==> config.mk <==
export PLATFORM = sky130hd
export DESIGN_NAME = usr_sequencer
export DESIGN_NICKNAME = d
export VERILOG_FILES = /design/src/rtl/usr_sequencer.sv
export SDC_FILE = /design/constraint.sdc
export NUM_CORES = 1
export LEC_CHECK = 0
export ABC_AREA = 1
export BUFFER_PORTS_ARGS = -buffer_cell sky130_fd_sc_hd__buf_2
export CORE_MARGIN = 4
export CORE_UTILIZATION = 47
export CTS_CLUSTER_SIZE = 16
export DETAILED_ROUTE_END_ITERATION = 6
export PLACE_DENSITY = 0.78
export SLEW_MARGIN = 20
export SYNTH_ARGS = -nofsm -noshare
export SYNTH_HDL_FRONTEND = slang
export SYNTH_SLANG_ARGS = --single-unit
==> constraint.sdc <==
create_clock -name clk -period 1.98 [get_ports clk]
set_clock_uncertainty 0.05 [all_clocks]
set_input_delay 0.297 -clock clk [delete_from_list [all_inputs] [get_ports clk]]
set_output_delay 0.297 -clock clk [all_outputs]
set_load 0.01 [all_outputs]
==> src/rtl/usr_sequencer.sv <==
// usr_sequencer: command sequencer for a universal shift register (USR).
// Accepts LOAD / SHR / SHL / ROTR commands over valid/ready and drives the
// USR mode, parallel data and serial inputs cycle by cycle, then pulses done.
// Build option: define USR_SEQ_ROTATE_EN to enable rotate-right (op 11).
// Without it, op 11 completes immediately with err=1 and usr_q is unused.
//
// state | meaning
// ------+-----------------------------------------------------------
// IDLE  | ready for a command, USR held
// LOAD  | one parallel-load cycle (usr_mode=11)
// SHIFT | shift/rotate cycles, down-counter runs until the last step
// DONE  | one-cycle done pulse with err, USR held
module usr_sequencer #(
  parameter int WIDTH = 8,
  parameter int CW    = $clog2(WIDTH) + 1
) (
  input  logic             clk,
  input  logic             clr_n,
  input  logic             cmd_valid,
  output logic             cmd_ready,
  input  logic [1:0]       cmd_op,
  input  logic [CW-1:0]    cmd_cnt,
  input  logic             cmd_fill,
  input  logic [WIDTH-1:0] cmd_data,
  input  logic [WIDTH-1:0] usr_q,
  output logic [1:0]       usr_mode,
  output logic [WIDTH-1:0] usr_par,
  output logic             usr_sin_r,
  output logic             usr_sin_l,
  output logic             busy,
  output logic             done,
  output logic             err
);

  localparam logic [1:0] OP_LOAD = 2'b00;
  localparam logic [1:0] OP_SHR  = 2'b01;
  localparam logic [1:0] OP_SHL  = 2'b10;
  localparam logic [1:0] OP_ROTR = 2'b11;

  localparam logic [1:0] M_HOLD  = 2'b00;
  localparam logic [1:0] M_SHR   = 2'b01;
  localparam logic [1:0] M_SHL   = 2'b10;
  localparam logic [1:0] M_LOAD  = 2'b11;

`ifdef USR_SEQ_ROTATE_EN
  localparam bit ROT_EN = 1'b1;
`else
  localparam bit ROT_EN = 1'b0;
`endif

  typedef enum logic [1:0] {
    IDLE  = 2'd0,
    LOAD  = 2'd1,
    SHIFT = 2'd2,
    DONE  = 2'd3
  } state_t;

  state_t           state;
  logic [CW-1:0]    cnt_q;
  logic [CW-1:0]    cnt_clip;
  logic [1:0]       mode_q;
  logic [WIDTH-1:0] par_q;
  logic             sin_r_q;
  logic             sin_l_q;
  logic             err_q;

  // Shift counts beyond the register width are meaningless; saturate at WIDTH.
  assign cnt_clip = (cmd_cnt > CW'(WIDTH)) ? CW'(WIDTH) : cmd_cnt;

  // Main sequencer: state, step counter and all registered USR controls.
  always_ff @(posedge clk or negedge clr_n) begin
    if (!clr_n) begin
      state   <= IDLE;
      cnt_q   <= '0;
      mode_q  <= M_HOLD;
      par_q   <= '0;
      sin_r_q <= 1'b0;
      sin_l_q <= 1'b0;
      err_q   <= 1'b0;
    end else begin
      case (state)
        IDLE: begin
          err_q <= 1'b0;
          if (cmd_valid) begin
            cnt_q <= cnt_clip;
            if (cmd_op == OP_LOAD) begin
              state  <= LOAD;
              mode_q <= M_LOAD;
              par_q  <= cmd_data;
            end else if (cmd_op == OP_ROTR && !ROT_EN) begin
              state <= DONE;
              err_q <= 1'b1;
            end else if (cnt_clip == '0) begin
              state <= DONE;
            end else begin
              state   <= SHIFT;
              mode_q  <= (cmd_op == OP_SHL) ? M_SHL : M_SHR;
              sin_r_q <= (cmd_op == OP_SHR) ? cmd_fill : 1'b0;
              sin_l_q <= (cmd_op == OP_SHL) ? cmd_fill : 1'b0;
            end
          end
        end
        LOAD: begin
          state  <= DONE;
          mode_q <= M_HOLD;
        end
        SHIFT: begin
          cnt_q <= cnt_q - CW'(1);
          if (cnt_q == CW'(1)) begin
            state   <= DONE;
            mode_q  <= M_HOLD;
            sin_r_q <= 1'b0;
            sin_l_q <= 1'b0;
          end
        end
        DONE: begin
          state <= IDLE;
          err_q <= 1'b0;
        end
        default: state <= IDLE;
      endcase
    end
  end

`ifdef USR_SEQ_ROTATE_EN
  logic rot_q;
  logic unused_usr_q;

  // Remember whether the accepted command is a rotate; its serial input is
  // taken live from the USR LSB rather than from a latched fill bit.
  always_ff @(posedge clk or negedge clr_n) begin
    if (!clr_n) begin
      rot_q <= 1'b0;
    end else if (state == IDLE && cmd_valid) begin
      rot_q <= (cmd_op == OP_ROTR);
    end
  end

  assign unused_usr_q = ^usr_q[WIDTH-1:1];
  assign usr_sin_r    = (rot_q && state == SHIFT) ? usr_q[0] : sin_r_q;
`else
  logic unused_usr_q;
  assign unused_usr_q = ^usr_q;
  assign usr_sin_r    = sin_r_q;
`endif

  assign usr_sin_l = sin_l_q;
  assign usr_mode  = mode_q;
  assign usr_par   = par_q;
  assign err       = err_q;
  assign done      = (state == DONE);
  assign busy      = (state != IDLE);
  assign cmd_ready = (state == IDLE);

endmodule

==> flow_metrics.env <==
export IMPL_fill_cells=194
export IMPL_synth_area_um2=1070
export IMPL_cts_buffer_depth=2
export IMPL_min_from="cmd_data[1]"
export IMPL_max_stage_delay_ps=400
export IMPL_overflow=0
export IMPL_setup_viol=0
export IMPL_leakagePower_uw=0.000721
export IMPL_instances_no_fill=187
export IMPL_placed_cells_incl_taps=182
export IMPL_boundaryPins=42
export IMPL_ys_ff_latch=19
export IMPL_io_buffer_count=33
export IMPL_path_clk_slew_ps=110
export IMPL_synth_top_area_share_pct=44.4
export IMPL_ant_nets=0
export IMPL_outcome="completed"
export IMPL_peakVddDrop_v=0.000755
export IMPL_fp_dieH_um=55.7
export IMPL_avgSynthCellArea_um2=8.84
export IMPL_cts_made_buffers=3
export IMPL_cts_max_level=1
export IMPL_slowest_stage="dfrtp_1"
export IMPL_rsz0062_at_grt="no"
export IMPL_area_growth_pct=22.2
export IMPL_hold_violations=0
export IMPL_required_ps=1630
export IMPL_path_delay_family="flip-flops"
export IMPL_first_global_vias=922
export IMPL_globalplace_congestion=0.784
export IMPL_fin_crit_ps=1700
export IMPL_hpwlAfterDp_um=1790
export IMPL_first_iter_violations=30
export IMPL_path_cells="inv_1 > ha_1 > inv_2 > buf_2"
export IMPL_die_area_um2=3100
export IMPL_rows=17
export IMPL_start_util_pct=48.8
export IMPL_start_kind="flop"
export IMPL_cp_end_kind="primary output"
export IMPL_drive_gt1_share_pct=35.2
export IMPL_tightest_slew_ps=432
export IMPL_max_slew_margin_pct=71.2
export IMPL_syn_nets=153
export IMPL_totalWireLength_um=2230
export IMPL_finalMaxSlewViolations=0
export IMPL_final_util_pct=59.7
export IMPL_critPathBufInv=3
export IMPL_cts_root_buf="clkbuf_4"
export IMPL_synth_area_leaders="dfrtp_1, nand2_1, mux2_2"
export IMPL_critPathArrivalTime_ps=1360
export IMPL_yosysWarnings=0
export IMPL_layout_cells_most_common_list="buf_2, nand2_1, dfrtp_1, inv_1, nor2_1"
export IMPL_cp_startpoint="state[0]$_DFFE_PN0P_"
export IMPL_setup_worst_path_class="reg2out"
export IMPL_coreArea_um2=2190
export IMPL_chipWidth_um=55.7
export IMPL_viasPerCell=4.95
export IMPL_seq_area_frac_synth_pct=44.4
export IMPL_drc=0
export IMPL_r2r_start="state[0]$_DFFE_PN0P_"
export IMPL_final_common_cell="buf_2"
export IMPL_final_nets=192
export IMPL_cts_setup_buffers=0
export IMPL_clkSinkCount=19
export IMPL_grt_usage_pct=15.6
export IMPL_grt_start_max_net_pins=20
export IMPL_antenna_found_initial=0
export IMPL_cp_max_fo=6
export IMPL_min_path_type="in2reg"
export IMPL_ys_types=23
export IMPL_powerDensity_nw_per_um2=1550
export IMPL_timing_final_crit_share_pct=86.0
export IMPL_grt_pass1_wl_um=3900
export IMPL_syn_inst=121
export IMPL_diodes=0
export IMPL_firstDrtPassIters=4
export IMPL_maxCapViolCount=0
export IMPL_setup_tns_ps=0
export IMPL_fmax_mhz=587
export IMPL_vias=926
export IMPL_clk_latency_ps=300
export IMPL_wl_per_cell_um=11.9
export IMPL_tritoncts="yes"
export IMPL_cts_resized=0
export IMPL_yosys_area_top_type="dfrtp_1"
-- report_power, final --
group,internal [uW],total (uW),switching (uW)
sequential,581,680,98.9
clock,75.3,200,124
combinational,463,1150,683
total,1120,2030,906
-- worst reg2reg max path: stages, from the launching register on --
cell and delay (ps):
dfrtp_1 370, inv_1 90, ha_1 280, inv_2 140
nor2_2 60, a21oi_4 240, nand3_1 150, nand2_1 90
nand2_1 50
-- cell families (layout without fill, tap and decap cells) --
| logic type | after synthesis | after routing | synth area share, % |
|---|---|---|---|
| AOI/OAI and AO/OA | 14 | 14 | 8.54 |
| xor gates and xnor gates | 1 | 1 | 0.819 |
| buffers and inverters | 14 | 52 | 4.91 |
| and+or+nand+nor | 59 | 59 | 25.8 |
| adders and majority gates | 6 | 6 | 7.02 |
| DFF | 19 | 19 | 44.4 |
| muxes | 8 | 8 | 8.42 |
-- layer usage --
| metal | vias to the layer above | part of all wire [%] | GRT usage [%] |
|---|---|---|---|
| li1 | 471 | - | - |
| met1 | 427 | 42 | 18.6 |
| met2 | 24 | 51 | 26.7 |
| met3 | 4 | 5.2 | 3.71 |
| met4 | 0 | 1.4 | 6.25 |
| met5 | - | 0 | 0 |
-- cell usage after synthesis --
cell and count:
nand3_2 1, nand2_1 30, a22oi_1 2, inv_1 12
nand2_4 1, ha_1 6, nand3_1 6, o21ai_2 1
mux2_2 8, nor2_4 2, nand4_1 3, o21ai_0 6
a21oi_4 1, nand2_2 2, nor3_1 1, inv_2 2
nor2_1 11, xor2_1 1, nor2_2 1, a31oi_1 1
dfrtp_1 19, a21oi_1 3, or2_1 1
-- final cells by class --
type,count,area (um^2),area share [%]
Timing Repair Buffer,34,175,13.4
Clock buffer,3,22.5,1.72
Tap cell,28,35.0,2.68
Inverter,14,52.6,4.02
Sequential cell,19,475,36.4
Multi-Input combinational cell,88,542,41.4
Clock inverter,1,5.00,0.383
-- registers in the layout, indices dropped and copies added (netlist names) --
name,cells
state,2
cnt_q,4
usr_sin_r,1
err,1
usr_sin_l,1
usr_mode,2
usr_par,8
-- repair_timing --
item                                    in CTS  in global routing
hold buffers                                 1                  0
endpoints found under the hold margin       19                  0
endpoints found under the setup margin       0                  0
-- worst paths after layout --
kind / endpoint / slack [ps] / cells past startpoint
worst max-delay path: busy / 280 / 4
worst min-delay path: usr_par[1]$_DFFE_PN0P_ / 170 / 2
worst max register to register: usr_mode[1]$_DFFE_PN0P_ / 370 / 8
worst min register to register: usr_sin_l$_DFFE_PN0P_ / 440 / 2
max in group asynchronous: usr_par[7]$_DFFE_PN0P_ / 1180 / 2
min in group asynchronous: cnt_q[2]$_DFFE_PN0P_ / 400 / 2
-- per-stage QoR --
| step | hold slack, ps | instance area, um^2 | total power [uW] | setup slack [ps] |
|---|---|---|---|---|
| 2_1_floorplan | -48.6 | 1070 | 1500 | 506 |
| 3_3_place_gp | 212 | 1270 | 1790 | 446 |
| 3_5_place_dp | 214 | 1270 | 1840 | 401 |
| 4_1_cts | 160 | 1310 | 2040 | 265 |
| 5_1_grt | 146 | 1310 | 2240 | 179 |
| 6_report | 170 | 1310 | 2030 | 277 |
(Power assumes the default switching activity.)
